--- src/rtl/gray_pkg.sv ---
// gray_pkg
//   Shared definitions for the Gray-code counter family.
//   - MAX_W     : widest vector the helper functions handle; callers
//                 zero-extend into it and truncate the result.
//   - DIR_UP/DIR_DOWN : encodings of the direction input.
//   - step_e    : classification of what the counter does on an edge,
//                 exported so checkers can observe the decision.
//   - bin2gray / gray2bin : conversion helpers.
package gray_pkg;

    localparam int   MAX_W    = 32;
    localparam logic DIR_UP   = 1'b1;
    localparam logic DIR_DOWN = 1'b0;

    typedef enum logic [2:0] {
        STEP_HOLD    = 3'd0,
        STEP_LOAD    = 3'd1,
        STEP_INC     = 3'd2,
        STEP_DEC     = 3'd3,
        STEP_WRAP_UP = 3'd4,
        STEP_WRAP_DN = 3'd5
    } step_e;

    function automatic logic [MAX_W-1:0] bin2gray(input logic [MAX_W-1:0] x);
        return x ^ (x >> 1);
    endfunction

    // Running XOR from the MSB down: b[i] = ^g[MAX_W-1:i]. Zero-extended
    // inputs convert correctly because leading zeros do not change the XOR.
    function automatic logic [MAX_W-1:0] gray2bin(input logic [MAX_W-1:0] g);
        logic [MAX_W-1:0] b;
        b[MAX_W-1] = g[MAX_W-1];
        for (int i = MAX_W - 2; i >= 0; i--) begin
            b[i] = b[i+1] ^ g[i];
        end
        return b;
    endfunction

endpackage

--- src/rtl/gray2bin_conv.sv ---
// gray2bin_conv
//   Purely combinational Gray-to-binary converter of parametrised width.
//   Ports:
//     i_gray [WIDTH-1:0] : Gray-coded input
//     o_bin  [WIDTH-1:0] : binary equivalent, o_bin[i] = ^i_gray[WIDTH-1:i]
module gray2bin_conv #(
    parameter int WIDTH = 3
) (
    input  logic [WIDTH-1:0] i_gray,
    output logic [WIDTH-1:0] o_bin
);

    for (genvar i = 0; i < WIDTH; i++) begin : g_bit
        assign o_bin[i] = ^i_gray[WIDTH-1:i];
    end

endmodule

--- src/rtl/gray_updown_counter.sv ---
// gray_updown_counter
//   Up/down counter that keeps a binary count and presents it Gray-coded.
//   Parameters:
//     WIDTH    : counter width (>= 2)
//     SATURATE : 0 = wrap at range ends, 1 = hold at range ends
//   Ports:
//     clk      : rising-edge clock
//     rst      : synchronous reset, active-low
//     en       : count enable, one step per clock while high
//     y        : direction, 1 = up, 0 = down
//     load     : synchronous load strobe (beats en)
//     load_val : Gray-coded value to load
//     cout     : registered count, Gray-coded
//     bin      : registered count, binary (also the raw state)
//     tc       : terminal count in the current direction (combinational)
//     wrap     : one-cycle pulse, the previous edge wrapped around
//     o_step   : debug view of the decision taken on the coming edge
//   No handshake: inputs are sampled on every rising edge.
module gray_updown_counter
    import gray_pkg::*;
#(
    parameter int WIDTH    = 3,
    parameter bit SATURATE = 1'b0
) (
    input  logic             clk,
    input  logic             rst,
    input  logic             en,
    input  logic             y,
    input  logic             load,
    input  logic [WIDTH-1:0] load_val,
    output logic [WIDTH-1:0] cout,
    output logic [WIDTH-1:0] bin,
    output logic             tc,
    output logic             wrap,
    output step_e            o_step
);

    logic [WIDTH-1:0] r_b;
    logic             r_wrap;
    logic [WIDTH-1:0] w_load_bin;
    logic [WIDTH-1:0] w_b_next;
    logic             w_wrap_next;
    logic             w_at_max;
    logic             w_at_min;
    step_e            w_step;

    gray2bin_conv #(.WIDTH(WIDTH)) u_load_conv (
        .i_gray (load_val),
        .o_bin  (w_load_bin)
    );

    assign w_at_max = (r_b == {WIDTH{1'b1}});
    assign w_at_min = (r_b == {WIDTH{1'b0}});

    // Decide what happens on the next edge; reset is handled in the register.
    always_comb begin
        w_step = STEP_HOLD;
        if (load) begin
            w_step = STEP_LOAD;
        end else if (en) begin
            case (y)
                DIR_UP: begin
                    if (!w_at_max)     w_step = STEP_INC;
                    else if (!SATURATE) w_step = STEP_WRAP_UP;
                end
                DIR_DOWN: begin
                    if (!w_at_min)     w_step = STEP_DEC;
                    else if (!SATURATE) w_step = STEP_WRAP_DN;
                end
                default: w_step = STEP_HOLD;
            endcase
        end
    end

    always_comb begin
        w_b_next    = r_b;
        w_wrap_next = 1'b0;
        case (w_step)
            STEP_LOAD:    w_b_next = w_load_bin;
            STEP_INC:     w_b_next = r_b + 1'b1;
            STEP_DEC:     w_b_next = r_b - 1'b1;
            STEP_WRAP_UP: begin
                w_b_next    = {WIDTH{1'b0}};
                w_wrap_next = 1'b1;
            end
            STEP_WRAP_DN: begin
                w_b_next    = {WIDTH{1'b1}};
                w_wrap_next = 1'b1;
            end
            default: w_b_next = r_b;
        endcase
    end

    always_ff @(posedge clk) begin
        if (!rst) begin
            r_b    <= {WIDTH{1'b0}};
            r_wrap <= 1'b0;
        end else begin
            r_b    <= w_b_next;
            r_wrap <= w_wrap_next;
        end
    end

    // Gray output is derived from the binary state, never stored separately.
    assign cout   = WIDTH'(bin2gray(MAX_W'(r_b)));
    assign bin    = r_b;
    assign wrap   = r_wrap;
    assign tc     = (y & w_at_max) | (~y & w_at_min);
    assign o_step = w_step;

endmodule

--- config.mk ---
export PLATFORM = sky130hd
export DESIGN_NAME = gray_updown_counter
export DESIGN_NICKNAME = d
export VERILOG_FILES = /design/src/rtl/gray_pkg.sv /design/src/rtl/gray2bin_conv.sv /design/src/rtl/gray_updown_counter.sv
export SDC_FILE = /design/constraint.sdc
export NUM_CORES = 1
export LEC_CHECK = 0
export ABC_AREA = 1
export BUFFER_PORTS_ARGS = -buffer_cell sky130_fd_sc_hd__buf_2
export CAP_MARGIN = 20
export CORE_AREA = 10 10 47 49
export CTS_BUF_LIST = sky130_fd_sc_hd__clkbuf_8 sky130_fd_sc_hd__clkbuf_16
export DETAILED_ROUTE_END_ITERATION = 6
export DIE_AREA = 0 0 57 59
export PLACE_DENSITY = 0.65
export SLEW_MARGIN = 20
export SYNTH_ARGS = -nofsm -noshare
export SYNTH_HDL_FRONTEND = slang
export SYNTH_SLANG_ARGS = --single-unit
--- constraint.sdc ---
create_clock -name clk -period 1.83 [get_ports clk]
set_clock_uncertainty 0.15 [all_clocks]
set_input_delay 0.0915 -clock clk [delete_from_list [all_inputs] [get_ports clk]]
set_output_delay 0.0915 -clock clk [all_outputs]
set_load 0.02 [all_outputs]
Yosys cells after proc, flatten, opt, wreduce, memory -nomap -nowiden
Cells that the tools add are included.
W data, S select, Z words.
Storage, ports and cells
  bits in registers: 4
  input bits: 8
  output and inout port bits: 11
  word-level logic and storage cells: 27
Operators by class
  add/subtract/negate cells: 2
  equal/unequal tests: 6
  mux-type cells: 7
  bitwise gates (word level): 5
  reductions and logical operators: 5
Operators by type and width (number)
  $pmux W3 S5: 1
  $mux W3: 4
  $eq A3 B3 Y1 const B: 3
  $eq A3 B2 Y1 const B: 2
  $pmux W3 S2: 1
  $reduce_bool A5 Y1: 1
  $add A3 B1 Y3 const B: 1
  $eq A3 B1 Y1 const B: 1
  $logic_not A3 Y1: 1
  $reduce_xor A3 Y1: 1
  $sub A3 B1 Y3 const B: 1
  $xor A3 B2 Y3: 1
  $and A1 B1 Y1: 2
  $reduce_or A2 Y1: 1
  $reduce_xor A2 Y1: 1
  $mux W1: 1
  $not A1 Y1: 1
  $or A1 B1 Y1: 1

Logic depth before layout (Yosys ltp)
Gate-level depths: netlist (run 1).
  word-level depth: 8
  gate-level depth with buffers: 16
  mapped depth without buffers: 16

By module
Synthesis (run 1) repeated with hierarchy kept, for this count alone.
Unflattened totals
  cell total of the unflattened synthesis: 77
  area, all modules: 451.7 um^2
By module, submodules not included
  gray_updown_counter: instances 1, cells an instance 65, area an instance 400.4 um^2, sequential area each 80.1 um^2
  gray2bin_conv: instances 1, cells an instance 12, area an instance 51.3 um^2, sequential area each 0.0 um^2

Least setup slack after synthesis (run 1)
No wires, ideal clock.
  kind: register to register
  start point: register r_b[0] (netlist: bin[0])
  end point: register r_b[1] (netlist: bin[1])
  library setup time: 117 ps
  data arrival time: 2079 ps
  data required time: 1563 ps
  slack: -517 ps
  cell stages (with the launch flop): 15
  buffers on the path: 0
  period minus slack after synthesis: 2347 ps
  cell sequence: dfxtp_1 -> inv_1 -> ha_1 -> inv_1 -> nor2_2 -> nand2_2 -> nand2_2 -> nor2_4 -> nand2_1 -> inv_1 -> fa_1 -> nand4_1 -> nand3_1 -> nor2_1 -> nor2_1
On the way
  word-level cells in the longest chain between the ends: 7
  elaborated cells on any way between the ends: 16
  those cells by class: add/sub: 2; eq/ne: 6; mux: 6; reduce/logical: 2
RTL lines
  start: declaration: RTL line gray_updown_counter.sv:38  | logic [WIDTH-1:0] r_b;
  start signal: assignment: RTL line gray_updown_counter.sv:96  | r_b <= {WIDTH{1'b0}};
  start signal: assignment: RTL line gray_updown_counter.sv:99  | r_b <= w_b_next;
  $eq A3 B3 Y1 / $logic_not A3 Y1 (equally long branches): RTL line gray_updown_counter.sv:52, gray_updown_counter.sv:53
  $mux W3 (on tied branches): RTL line gray_updown_counter.sv:63, gray_updown_counter.sv:67
  $pmux W3 S2 *: RTL line gray_updown_counter.sv:61  | case (y)
  $mux W3 *: RTL line gray_updown_counter.sv:60  | end else if (en) begin
  $mux W3 *: RTL line gray_updown_counter.sv:58  | if (load) begin
  named net o_step[1]: RTL line gray_updown_counter.sv:35  | output step_e o_step
  $eq A3 B3 Y1 (tied with other cells): RTL line gray_updown_counter.sv:78  | case (w_step)
  $pmux W3 S5 / $reduce_bool A5 Y1 (equally long branches)
The timed path passes the listed nets; every way through them passes the cells marked *.
A chain may end at the register's enable or synchronous reset.

Worst setup path after layout (run 1)
  start point: register r_b[0] (netlist: bin[0])
  end point: register r_b[1] (netlist: bin[1])
On the way
  word-level cells in the longest chain between the ends: 7
  elaborated cells on any way between the ends: 16
  those cells by class: add/sub: 2; eq/ne: 6; mux: 6; reduce/logical: 2
RTL lines (RTL line)
  $eq A3 B3 Y1 / $logic_not A3 Y1 (equally long branches): gray_updown_counter.sv:52, gray_updown_counter.sv:53
  $mux W3 (on tied branches): gray_updown_counter.sv:63, gray_updown_counter.sv:67
  $pmux W3 S2: gray_updown_counter.sv:61
  $mux W3: gray_updown_counter.sv:60
  $mux W3: gray_updown_counter.sv:58
  $eq A3 B3 Y1 (tied with other cells): gray_updown_counter.sv:78
  $pmux W3 S5 / $reduce_bool A5 Y1 (equally long branches)
Parallel ways exist; a longest one is shown, timed or not.

==> results of run 1 <==
## Yosys cell counts
library cell and instances:
sky130_fd_sc_hd__ha_1 2, sky130_fd_sc_hd__nand4_1 3, sky130_fd_sc_hd__inv_1 14, sky130_fd_sc_hd__nand3_2 1, sky130_fd_sc_hd__nand3b_1 1, sky130_fd_sc_hd__nand3_1 3
sky130_fd_sc_hd__o21ai_1 1, sky130_fd_sc_hd__dfxtp_1 4, sky130_fd_sc_hd__buf_4 1, sky130_fd_sc_hd__nor2_1 5, sky130_fd_sc_hd__inv_2 2, sky130_fd_sc_hd__nand2_1 16
sky130_fd_sc_hd__nor2_4 1, sky130_fd_sc_hd__nand2_2 3, sky130_fd_sc_hd__nor2_2 2, sky130_fd_sc_hd__fa_1 1, sky130_fd_sc_hd__o21ai_0 2, sky130_fd_sc_hd__xor2_1 2
sky130_fd_sc_hd__a21oi_1 2, sky130_fd_sc_hd__xnor2_1 1
## metal layers
| layer | share of wire | GRT usage |
|---|---|---|
| met5 | 0 | 0 |
| met3 | 0.043 | 0.0215 |
| met4 | 0.021 | 0.0503 |
| met1 | 0.39 | 0.0798 |
| met2 | 0.55 | 0.155 |
## power groups by stage
stage          Combinational [mW]  Clock (mW)  Sequential (mW)
2_1_floorplan               0.113           0            0.120
6_report                    0.214       0.197            0.106
5_1_grt                     0.236       0.207            0.107
3_5_place_dp                0.196           0            0.106
4_1_cts                     0.215       0.201            0.106
3_3_place_gp                0.193           0            0.105
## tightest hold or removal path: stages
cell and delay, ns:
sky130_fd_sc_hd__buf_2 0.11, sky130_fd_sc_hd__nand2_1 0.07, sky130_fd_sc_hd__nand3_2 0.07, sky130_fd_sc_hd__nand2_1 0.04, sky130_fd_sc_hd__inv_1 0.04
## what timing repair did
action | in CTS | in global routing
cloned | 0 | 0
hold endpoints to repair | 3 | 0
gates resized for setup | 5 | 0
hold buffers | 1 | 0
endpoints found under the setup margin | 2 | 2
setup buffers | 3 | 0
pin swaps | 8 | 0
## per-stage QoR
stage,util,cell area (um^2)
floorplan,-,445
global placement,0.439,616
detailed placement,0.439,616
CTS,0.505,708
global route,0.505,708
finish,0.505,708
## cell families (layout without fill, tap and decap cells)
family,Yosys count,in the layout,synth area share
AO/OA/AOI/OAI,5,5,0.0601
XOR/XNOR,3,3,0.0631
adder cells (fa/ha/maj),3,3,0.108
buffers and inverters,17,51,0.162
flip-flops,4,4,0.192
AND/OR/NAND/NOR,35,35,0.414
## state kept, by name (all words and copies together) (netlist names)
register and flops:
bin 3, wrap 1
## placed cells by master (no fill, tap or decap), types with 2 or more instances in the layout
cell                       instances
sky130_fd_sc_hd__dfxtp_4           2
sky130_fd_sc_hd__nand4_1           3
sky130_fd_sc_hd__inv_2             5
sky130_fd_sc_hd__clkbuf_8          3
sky130_fd_sc_hd__inv_1            11
sky130_fd_sc_hd__buf_2            18
sky130_fd_sc_hd__nand2_1          15
sky130_fd_sc_hd__nand3_1           2
sky130_fd_sc_hd__nor2_1            5
sky130_fd_sc_hd__nor2_4            2
sky130_fd_sc_hd__o21ai_0           2
sky130_fd_sc_hd__nand3_2           2
sky130_fd_sc_hd__a21oi_1           2
sky130_fd_sc_hd__buf_4            12
sky130_fd_sc_hd__nand2_2           3
sky130_fd_sc_hd__xor2_1            2
## area by class of cell
| type | instances | area share |
|---|---|---|
| clock inverters | 1 | 0.00530 |
| clock buffers | 3 | 0.0583 |
| well taps | 16 | 0.0283 |
| inverters | 16 | 0.0883 |
| repair buffers | 31 | 0.269 |
| multi-input cells | 46 | 0.426 |
| flip-flops and latches | 4 | 0.125 |
## worst paths after layout
path	endpoint	slack [ns]	from	cells past startpoint
max	bin[1]$_SDFFE_PN0P_	-0.14	bin[0]$_SDFFE_PN0P_	14
min	bin[2]$_SDFFE_PN0P_	0.08	load_val[2]	5
max reg2reg	bin[1]$_SDFFE_PN0P_	-0.14	bin[0]$_SDFFE_PN0P_	14
min reg2reg	bin[0]$_SDFFE_PN0P_	0.56	bin[0]$_SDFFE_PN0P_	3
==> results by stage, run 1 <==
Status:
- The run finished, with violations left.
- The checks that failed: negative setup slack.

Yosys:
- Of the post-synthesis cell area, the dominant cell type holds 0.192.
- The post-synth design cell area is 417 um^2.
- The count of different cell masters after synthesis is 20.
- The mean post-synth cell area is just over 6 um^2.
- During synthesis, Yosys emitted a total of 0 warnings.
- Of the synthesized area, sequential elements account for 0.192.
- After synthesis, the cell types taking the most area are sky130_fd_sc_hd__dfxtp_1, sky130_fd_sc_hd__nand2_1, sky130_fd_sc_hd__inv_1.
- The cell count after synthesis came out at between 60 and 70.
- The cell type with the largest total area after synthesis is sky130_fd_sc_hd__dfxtp_1.
- The count of state elements after synthesis is 4.
- Synthesis produced a netlist with a net count of slightly below 80.

Timing:
- The number of hold-slack violations in the final timing report was 0.
- Setup violations remaining at the end of the flow were counted as 2.
- The worst-margin pin slew is 0.215 ns.
- The worst path in the final design needs a cycle of 1.97 ns, including I/O delays and setup.
- Setup repair after global routing could not meet its margin everywhere.
- The headroom to the max-slew limit is 0.856.
- The final setup TNS is -0.226 ns.
- The final-report max-slew violation count is 0.
- Dividing the final minimum period by the clock period gives 1.08.
- The tightest hold path in the finished design has a slack of between 0.08 and 0.09 ns.
- The timing-limited maximum frequency is 0.507 GHz.
- Setup slack on the critical path of the routed design comes to -0.143 ns.

Drt:
- Once detail routing completed, the nets flagged for antenna violations numbered 0.
- The wire length reported by the detailed router is approximately 1.4 mm.
- In the routed design, unresolved DRC markers number 0.
- After detailed routing, the average wire length per cell comes to 11.8 um.
- The total iterations of the first detailed-routing run is 4.
- The vias per cell is 4.62.
- The number of DRC markers in iteration 0 is 10.
- The number of vias after detailed routing is 541.

Critical path:
- For the worst setup path, the data required time is about 1.8 ns.
- The kind of end point of the critical path is a register.
- For the worst setup path, the data arrival time is 1.93 ns.
- The setup path with the least slack is of type reg -> reg.
- The stage delay of the slowest cell on the critical path is 0.42 ns.
- The cell type of the slowest stage on the worst timing path is sky130_fd_sc_hd__fa_2.
- The critical path contains buffers and inverters numbering 3 combined.
- Of all nets on the critical path, the largest fanout is 3.
- The kind of start point of the critical path is a register.
- The critical path's top delay family is simple AND/OR/NAND/NOR gates.
- Walking the worst path, the cells encountered are inv_4, ha_4, inv_2, nor2_4, nand2_2, nand2_4, nor2_4, nand2_2, inv_2, fa_2, nand4_1, nand3_1, nor2_1, nor2_1.

Die:
- The full die area is 3360 um^2.
- The floorplan die height is around 59 um.
- 19 I/O pins were placed.
- The floorplan row count is 14.
- The die is 57 um wide.
- The starting utilization of the core area is 0.297.
- The core region area is 1400 um^2.

Pwr:
- The peak supply drop is around 0.52 mV.
- Of the total power, registers draw 0.205.
- Of the total power, the share spent switching nets is 0.355.
- The clock network power share is 0.381.
- The internal portion of the total power is 0.333 mW.
- The static power due to leakage is ~0.42 nW.
- The total power density per cell area is around 730 nW/um^2.
- The net switching power figure is 0.183 mW.
- The combinational cell fraction of total power is 0.414.
- The total power consumption of the routed design is between 0.5 and 0.6 mW.

Global routing:
- Across every metal layer, demand over resource in global routing totals 0.0830.
- Global routing finished with a remaining overflow of 0.
- The via count of the first global-routing pass is between 500 and 600.
- The first global-routing pass estimated 2.26 mm of wire.
- The pin count of the biggest net entering global routing is 7.
- The number of antenna violations at the first check in global routing is 0.

Layout:
- The fill cell total of the finished layout is approximately 150.
- The finished layout holds 117 standard cells, fillers aside.
- The area taken by flip-flops and latches is 88.8 um^2.
- The multi-input gate area in the final layout is 302 um^2.
- The area growth from synthesis to layout is 70.0%.
- The number of diodes is 0.
- In the final design database the tool counted 113 nets.
- The share of layout cells above drive strength 1 is 0.525.

Clock network:
- Counting every sink on the clock net gives 4.
- The CTS tree is built.
- The clock transition at the registers of the reported paths is 0.04 ns.
- Clock latency on the worst-skew pair, taken at its later pin, is 0.22 ns.
- The maximum buffer depth of the clock tree is 2.
- The clock root buffer is sky130_fd_sc_hd__clkbuf_8.
- The number of CTS-inserted buffers is 3.
- The level count of the clock H-tree is 1.

Place:
- Detailed placement finished with a half-perimeter wire length of ~1.1 mm.
- Before CTS, the worst setup slack after placement is -0.242 ns.
- The placer's final routability congestion estimate is ~0.85.
- The count of buffers added on input and output ports is 18.
- The cell total after placement is ~110.

Min path:
- In this run the worst hold path is classified as in -> reg.

Flow run:
- Across the run, the number of max-cap violations was 0.
Power figures use the tool's default switching activity.
==> run 2: changes to the inputs <==
--- a/config.mk
+++ b/config.mk
@@ -7,12 +7,11 @@
 export LEC_CHECK = 0
 export ABC_AREA = 1
 export BUFFER_PORTS_ARGS = -buffer_cell sky130_fd_sc_hd__buf_2
-export CAP_MARGIN = 20
 export CORE_AREA = 10 10 47 49
 export CTS_BUF_LIST = sky130_fd_sc_hd__clkbuf_8 sky130_fd_sc_hd__clkbuf_16
 export DETAILED_ROUTE_END_ITERATION = 6
 export DIE_AREA = 0 0 57 59
-export PLACE_DENSITY = 0.65
+export PLACE_DENSITY = 0.63
 export SLEW_MARGIN = 20
 export SYNTH_ARGS = -nofsm -noshare
 export SYNTH_HDL_FRONTEND = slang
==> constraint.sdc (replaced) <==
create_clock -name clk -period 2.4 [get_ports clk]
set_clock_uncertainty 0.15 [all_clocks]
set_input_delay 0.12 -clock clk [delete_from_list [all_inputs] [get_ports clk]]
set_output_delay 0.12 -clock clk [all_outputs]
set_load 0.02 [all_outputs]
==> results by stage, run 2 (same netlist as run 1, synthesis figures left out) <==
Status:
- The flow ran to the end, and the final reports show no timing, DRC or antenna violations.

Clock network:
- The number of CTS-inserted buffers is 3 (unchanged).
- The maximum buffer depth of the clock tree is 2 (unchanged).
- The post-CTS repair timing setup buffer count is 0 (-3).
- The worst-skew pair later-pin latency is 0.21 ns (about the same).
- The clock transition at the registers of the reported paths is 0.03 ns (about the same).
- The clock net sink count was 4 (unchanged).
- The level count of the clock H-tree is 1 (unchanged).
- The tree is rooted in a sky130_fd_sc_hd__clkbuf_8.
- The CTS tree is built.

Die:
- The die width is 57 um (unchanged).
- The floorplan row count is 14 (unchanged).
- The number of top-level pins came to 19 (unchanged).
- The full die area came to 3360 um^2 (unchanged).
- The floorplan die height was 59 um (unchanged).
- The core region area is 1400 um^2 (unchanged).
- The starting utilization of the core area is 0.297 (unchanged).

Timing:
- The final-report max-slew violation count is 0 (unchanged).
- The number of hold-slack violations in the final timing report is 0 (unchanged).
- The final critical delay including setup and external delays came to 2.13 ns (+0.156 ns).
- The timing-limited maximum frequency is 0.470 GHz (-7.3%).
- Setup repair after global routing left no endpoint under its margin.
- The setup-violating endpoint count in the final report is 0 (-2).
- The final setup TNS came to 0 ns (+0.226 ns).
- The final hold slack is 0.0107 ns (-0.0724 ns).
- The worst-margin pin slew is 0.248 ns (+0.0329 ns).
- The headroom to the max-slew limit is 0.834 (-0.0218).
- The final period utilization was 0.887 (-0.191).

Critical path:
- The stage delay of the slowest cell on the critical path came to 0.45 ns (+0.03 ns).
- Walking the worst path, the cells encountered are inv_1, ha_1, inv_1, nor2_2, nand2_2, nand2_2, nor2_4, nand2_1, inv_1, fa_1, nand4_1, nand3_1, nor2_1, nor2_1.
- The arrival time at the worst endpoint is 2.08 ns (+0.15 ns).
- The worst setup path is launched from a register.
- The critical path in this run is classified as reg -> reg.
- The kind of end point of the critical path is a register.
- The cell that appears most often on the critical path is sky130_fd_sc_hd__inv_1.
- The cell type of the slowest stage on the worst timing path is sky130_fd_sc_hd__dfxtp_1.
- The largest fanout on the critical path was 6 (+3).
- The required arrival time at the worst endpoint was 2.35 ns (+0.56 ns).

Layout:
- The number of diodes is 0 (unchanged).
- The fill cell total of the finished layout is 168 (+13%).
- The share of layout cells above drive strength 1 came to 0.364 (-0.161).
- The area taken by flip-flops and latches is 81.3 um^2 (-8.5%).
- Compared with the post-synthesis result, the final layout area differs by 36.6%.
- The number of nets in the finished design came to 101 (-11%).
- The count of non-filler cells in the finished layout came to 104 (-11%).
- In the layout the commonest cells are sky130_fd_sc_hd__buf_2, sky130_fd_sc_hd__nand2_1, sky130_fd_sc_hd__inv_1.
- Leaving out fill and tap cells, the most frequent cell in the layout is sky130_fd_sc_hd__buf_2.
- The number of flip-flops in the largest register is 3 (unchanged).
- The multi-input gate area in the final layout was 269 um^2 (-11%).

Place:
- The sum of net half-perimeters after detailed placement is 891 um (-16%).
- The count of port buffers added during placement is 18 (unchanged).
- The placer's final routability congestion estimate came to 0.873 (+2.2%).
- The cell total after placement is 101 (-7.3%).

Drt:
- The routed length per instance came to 9.92 um (-16%).
- The total iterations of the first detailed-routing run is 4 (unchanged).
- The wire length reported by the detailed router came to 1.03 mm (-25%).
- The number of vias after detailed routing was 441 (-18%).
- The count of nets left with antenna violations after detail routing is 0 (unchanged).
- The number of remaining DRC errors is 0 (unchanged).
- The number of DRC markers in iteration 0 is 6 (-4).
- The vias per cell is 4.24 (-8.3%).

Pwr:
- The total power density per cell area is 592 nW/um^2 (-19%).
- The static power due to leakage was 0.357 nW (-15%).
- The peak supply drop came to 0.261 mV (-50%).
- The total power consumption of the routed design is 0.337 mW (-35%).

Global routing:
- The number of antenna violations at the first check in global routing is 0 (unchanged).
- The pin count of the biggest net entering global routing was 7 (unchanged).
- The aggregate global-route resource usage is 0.0641 (-0.0190).
- The via count of the first global-routing pass is 437 (-18%).
- The global-route congestion overflow total is 0 (unchanged).
- The first-pass GRT wire length is 1.77 mm (-21%).

Min path:
- The class of the tightest hold or removal check is in -> reg.

Flow run:
- The max-cap violation count is 0 (unchanged).
[run 2: cell type report]
type,count,share of cell area
flip-flops and latches,4,0.143
multi-input cells,46,0.473
repair buffers,19,0.171
well taps,16,0.0352
clock buffers,3,0.0725
inverters,16,0.105
[run 2: timing repair]
item	4_1_cts	5_1_grt
hold buffers	0	0
resized for setup	0	1
endpoints found under the setup margin	0	1
[run 2: critical path, delay by kind of cell (launching register included)]
family        cells  cell delay (ns)
simple gates      9             0.64
buf+inv           3             0.19
flops             1             0.45
fa+ha+maj         2             0.57
[run 2: power breakdown]
group	switching [mW]	internal [mW]
Combinational	0.0747	0.0436
Sequential	0.00867	0.0732
Clock	0.0301	0.107
[run 2: final timing paths]
kind                            cells past startpoint                  end  slack, ns                 from
worst min register to register                      2  bin[0]$_SDFFE_PN0P_       0.44  bin[0]$_SDFFE_PN0P_
worst min-delay path                                3      wrap$_SDFF_PN0_       0.01                  rst
worst max register to register                     14  bin[1]$_SDFFE_PN0P_       0.27  bin[1]$_SDFFE_PN0P_
worst max-delay path                               14  bin[1]$_SDFFE_PN0P_       0.27  bin[1]$_SDFFE_PN0P_
[run 2: metrics by stage]
step            util  setup WS (ns)  area [um^2]
3_5_place_dp   0.376          0.230          527
3_3_place_gp   0.376          0.265          527
6_report       0.406          0.271          569
2_1_floorplan      -         0.0533          417
5_1_grt        0.406         0.0142          569
4_1_cts        0.405          0.226          568
[run 2: metal layers]
layer	up-vias	global-route usage	routed length, um
li1	244	-	-
met1	184	0.0740	469
met2	13	0.0977	472
met4	0	0.0302	0
met5	-	0	0
met3	0	0.0300	90
==> run 3: changes to the inputs <==
--- a/config.mk
+++ b/config.mk
@@ -5,13 +5,12 @@
 export SDC_FILE = /design/constraint.sdc
 export NUM_CORES = 1
 export LEC_CHECK = 0
-export ABC_AREA = 1
 export BUFFER_PORTS_ARGS = -buffer_cell sky130_fd_sc_hd__buf_2
 export CORE_AREA = 10 10 47 49
 export CTS_BUF_LIST = sky130_fd_sc_hd__clkbuf_8 sky130_fd_sc_hd__clkbuf_16
 export DETAILED_ROUTE_END_ITERATION = 6
 export DIE_AREA = 0 0 57 59
-export PLACE_DENSITY = 0.63
+export PLACE_DENSITY = 0.6
 export SLEW_MARGIN = 20
 export SYNTH_ARGS = -nofsm -noshare
 export SYNTH_HDL_FRONTEND = slang
==> results by stage, run 3 <==
Status:
- The flow ran to the end, and the final reports show no timing, DRC or antenna violations.

Timing:
- The final-report max-slew violation count is 0 (unchanged).
- The headroom to the max-slew limit is 0.801 (-0.0331).
- The final critical delay including setup and external delays came to 2.12 ns (-0.00925 ns).
- The final hold slack came to 0.0211 ns (+0.0104 ns).
- The final period utilization is 0.883 (-0.00385).
- Setup repair after global routing left no endpoint under its margin.
- The final setup TNS is 0 ns (unchanged).
- The worst-margin pin slew is 0.298 ns (+0.0500 ns).
- The number of hold-slack violations in the final timing report was 0 (unchanged).
- The setup-violating endpoint count in the final report was 0 (unchanged).
- The timing-limited maximum frequency was 0.472 GHz (+0.44%).

Yosys:
- The cell with the most instances after synthesis is sky130_fd_sc_hd__nor2_1.
- The count of state elements after synthesis is 4 (unchanged).
- The post-synth design cell area is 375 um^2 (-9.9%).
- The async set-or-reset flop fraction in the synthesized netlist is 0 (unchanged).
- In the synthesized netlist, the cells that appear most often are sky130_fd_sc_hd__nor2_1, sky130_fd_sc_hd__dfxtp_1, sky130_fd_sc_hd__inv_1, sky130_fd_sc_hd__o21ai_0, sky130_fd_sc_hd__nor2b_1.
- The count of different cell masters after synthesis is 26 (+30%).
- The number of warnings issued by yosys is 0 (unchanged).
- The mean post-synth cell area is 8.53 um^2 (+37%).
- The area share of the largest cell type after synthesis came to 0.213 (+0.0211).
- In the post-synthesis netlist, the biggest area contributors are sky130_fd_sc_hd__dfxtp_1, sky130_fd_sc_hd__ha_1, sky130_fd_sc_hd__fa_1.
- The sequential share of the synthesized area came to 0.213 (+0.0211).
- The most used flip-flop cell after synthesis is sky130_fd_sc_hd__dfxtp_1.
- Summed over all instances, the cell type with the most area after synthesis is sky130_fd_sc_hd__dfxtp_1.
- The number of synthesized flops with an enable pin is 0 (unchanged).
- The total nets after synthesis is 55 (-29%).
- The count of mapped cells out of synthesis is 44 (-34%).

Drt:
- The wire length reported by the detailed router is 1.01 mm (-2.4%).
- The count of nets left with antenna violations after detail routing is 0 (unchanged).
- The number of DRC markers in iteration 0 was 4 (-2).
- The number of remaining DRC errors is 0 (unchanged).
- The number of vias after detailed routing is 357 (-19%).
- The routed length per instance is 12.6 um (+27%).
- The vias per cell is 4.46 (+5.2%).
- The total iterations of the first detailed-routing run is 4 (unchanged).

Clock network:
- The CTS tree is built.
- The post-CTS repair timing setup buffer count is 0 (unchanged).
- The cell sitting at the root of the clock tree is a sky130_fd_sc_hd__clkbuf_8.
- The post-cts repair resize count is 0 (unchanged).
- The level count of the clock H-tree was 1 (unchanged).
- The maximum buffer depth of the clock tree is 2 (unchanged).
- The number of CTS-inserted buffers is 3 (unchanged).
- The clock transition at the registers of the reported paths was 0.03 ns (about the same).
- The quantity of hold-fixing buffers added after cts is 0 (unchanged).
- The worst-skew pair later-pin latency was 0.22 ns (about the same).
- The clock net sink count is 4 (unchanged).

Layout:
- From synthesis to final layout, the design area changed by 37.3%.
- The library cell used most frequently in the layout, excluding fill and tap cells, is sky130_fd_sc_hd__buf_2.
- The cell area after layout is 515 um^2 (-9.5%).
- In the layout the commonest cells are sky130_fd_sc_hd__buf_2, sky130_fd_sc_hd__nor2_1, sky130_fd_sc_hd__inv_1, sky130_fd_sc_hd__o21ai_0, sky130_fd_sc_hd__dfxtp_1.
- The number of nets in the finished design is 77 (-24%).
- The number of diodes is 0 (unchanged).
- The number of flip-flops in the largest register is 3 (unchanged).
- The share of layout cells above drive strength 1 is 0.438 (+0.0739).

Flow run:
- The max-cap violation count is 0 (unchanged).

Die:
- The die width came to 57 um (unchanged).
- The number of top-level pins was 19 (unchanged).
- The core region area was 1400 um^2 (unchanged).
- The starting utilization of the core area is 0.268 (-0.0295).
- The floorplan row count is 14 (unchanged).
- The floorplan die height was 59 um (unchanged).
- The full die area is 3360 um^2 (unchanged).

Critical path:
- The critical path is of the reg -> reg type.
- The required arrival time at the worst endpoint is 2.34 ns (about the same).
- The cell count of the worst reg-to-reg path is 7 (-7).
- The largest fanout on the critical path is 5 (-1).
- STA classifies the critical path startpoint as a register.
- The arrival time at the worst endpoint came to 2.06 ns (-0.02 ns).
- The kind of end point of the critical path is a register.

Pwr:
- The peak supply drop was 0.400 mV (+53%).
- The static power due to leakage was 0.256 nW (-28%).
- The total power density per cell area came to 650 nW/um^2 (+9.9%).

Global routing:
- The via count of the first global-routing pass is 372 (-15%).
- The global-route congestion overflow total is 0 (unchanged).
- The aggregate global-route resource usage is 0.0581 (-0.00596).
- The pin count of the biggest net entering global routing came to 11 (+4).
- The first-pass GRT wire length is 1.64 mm (-7.8%).
- The number of antenna violations at the first check in global routing is 0 (unchanged).

Place:
- The cell area after placement is 474 um^2 (-10%).
- The placer's final routability congestion estimate was 0.774 (-11%).
- The sum of net half-perimeters after detailed placement is 854 um (-4.1%).
- The count of port buffers added during placement was 18 (unchanged).

Min path:
- The tightest min-delay check is of the in -> reg type.
- The depth of the worst hold-timing path was 3 (unchanged).
[run 3: changes by cell type after synthesis, sizes merged, moves of 2 or more]
cell and change:
nand2 -18, inv -12, nand3 -3, nand4 -3, nor2 -3, nor2b +3
a211oi +2
[run 3: final cells by class]
cell class                      instances  area (um^2)
Inverter                                4         15.0
Fill cell                             163          886
Tap cell                               16         20.0
Timing Repair Buffer                   19         97.6
Multi-Input combinational cell         34          262
Sequential cell                         4         80.1
Clock buffer                            3         41.3
[run 3: report_power, final]
group / internal (mW) / total [mW] / switching [mW]
Combinational: 0.0485 / 0.116 / 0.0677
Sequential: 0.0727 / 0.0797 / 0.00706
Clock: 0.107 / 0.139 / 0.0326
[run 3: metal layers]
layer | GRT usage | routed length (um) | vias to the layer above
li1 | - | - | 194
met4 | 0.0101 | 0 | 0
met5 | 0 | 0 | -
met3 | 0.0343 | 65 | 0
met1 | 0.0755 | 504 | 150
met2 | 0.0806 | 438 | 13
[run 3: through the flow]
| stage | util | total power [mW] | setup slack (ns) | std cells |
|---|---|---|---|---|
| 2_1_floorplan | - | 0.165 | 0.311 | 44 |
| 3_3_place_gp | 0.338 | 0.198 | 0.274 | 77 |
| 3_5_place_dp | 0.338 | 0.199 | 0.243 | 77 |
| 4_1_cts | 0.368 | 0.342 | 0.228 | 80 |
| 5_1_grt | 0.368 | 0.361 | 0.129 | 80 |
| 6_report | 0.368 | 0.335 | 0.280 | 80 |
[run 3: worst max-delay path, stage by stage (launching register included)]
cell and delay (ns):
sky130_fd_sc_hd__dfxtp_1 0.41, sky130_fd_sc_hd__inv_1 0.09, sky130_fd_sc_hd__ha_1 0.23, sky130_fd_sc_hd__nor2b_1 0.14
sky130_fd_sc_hd__nor3_1 0.20, sky130_fd_sc_hd__fa_1 0.44, sky130_fd_sc_hd__a211oi_1 0.25, sky130_fd_sc_hd__nor2_1 0.08
[run 3: final timing paths]
| check | slack (ns) | to | startpoint |
|---|---|---|---|
| worst max-delay path | 0.28 | bin[1]$_SDFFE_PN0P_ | bin[0]$_SDFFE_PN0P_ |
| worst min-delay path | 0.02 | bin[2]$_SDFFE_PN0P_ | rst |
| worst max register to register | 0.28 | bin[1]$_SDFFE_PN0P_ | bin[0]$_SDFFE_PN0P_ |
| worst min register to register | 0.47 | bin[0]$_SDFFE_PN0P_ | bin[0]$_SDFFE_PN0P_ |
[run 3: cell families after synthesis]
kind of cell / count (synthesis) / share of synthesized area
simple gates: 15 / 0.243
compound gates: 12 / 0.233
buf+inv: 6 / 0.0900
flops: 4 / 0.213
xor+xnor: 3 / 0.0700
fa+ha+maj: 3 / 0.120
mux: 1 / 0.0300
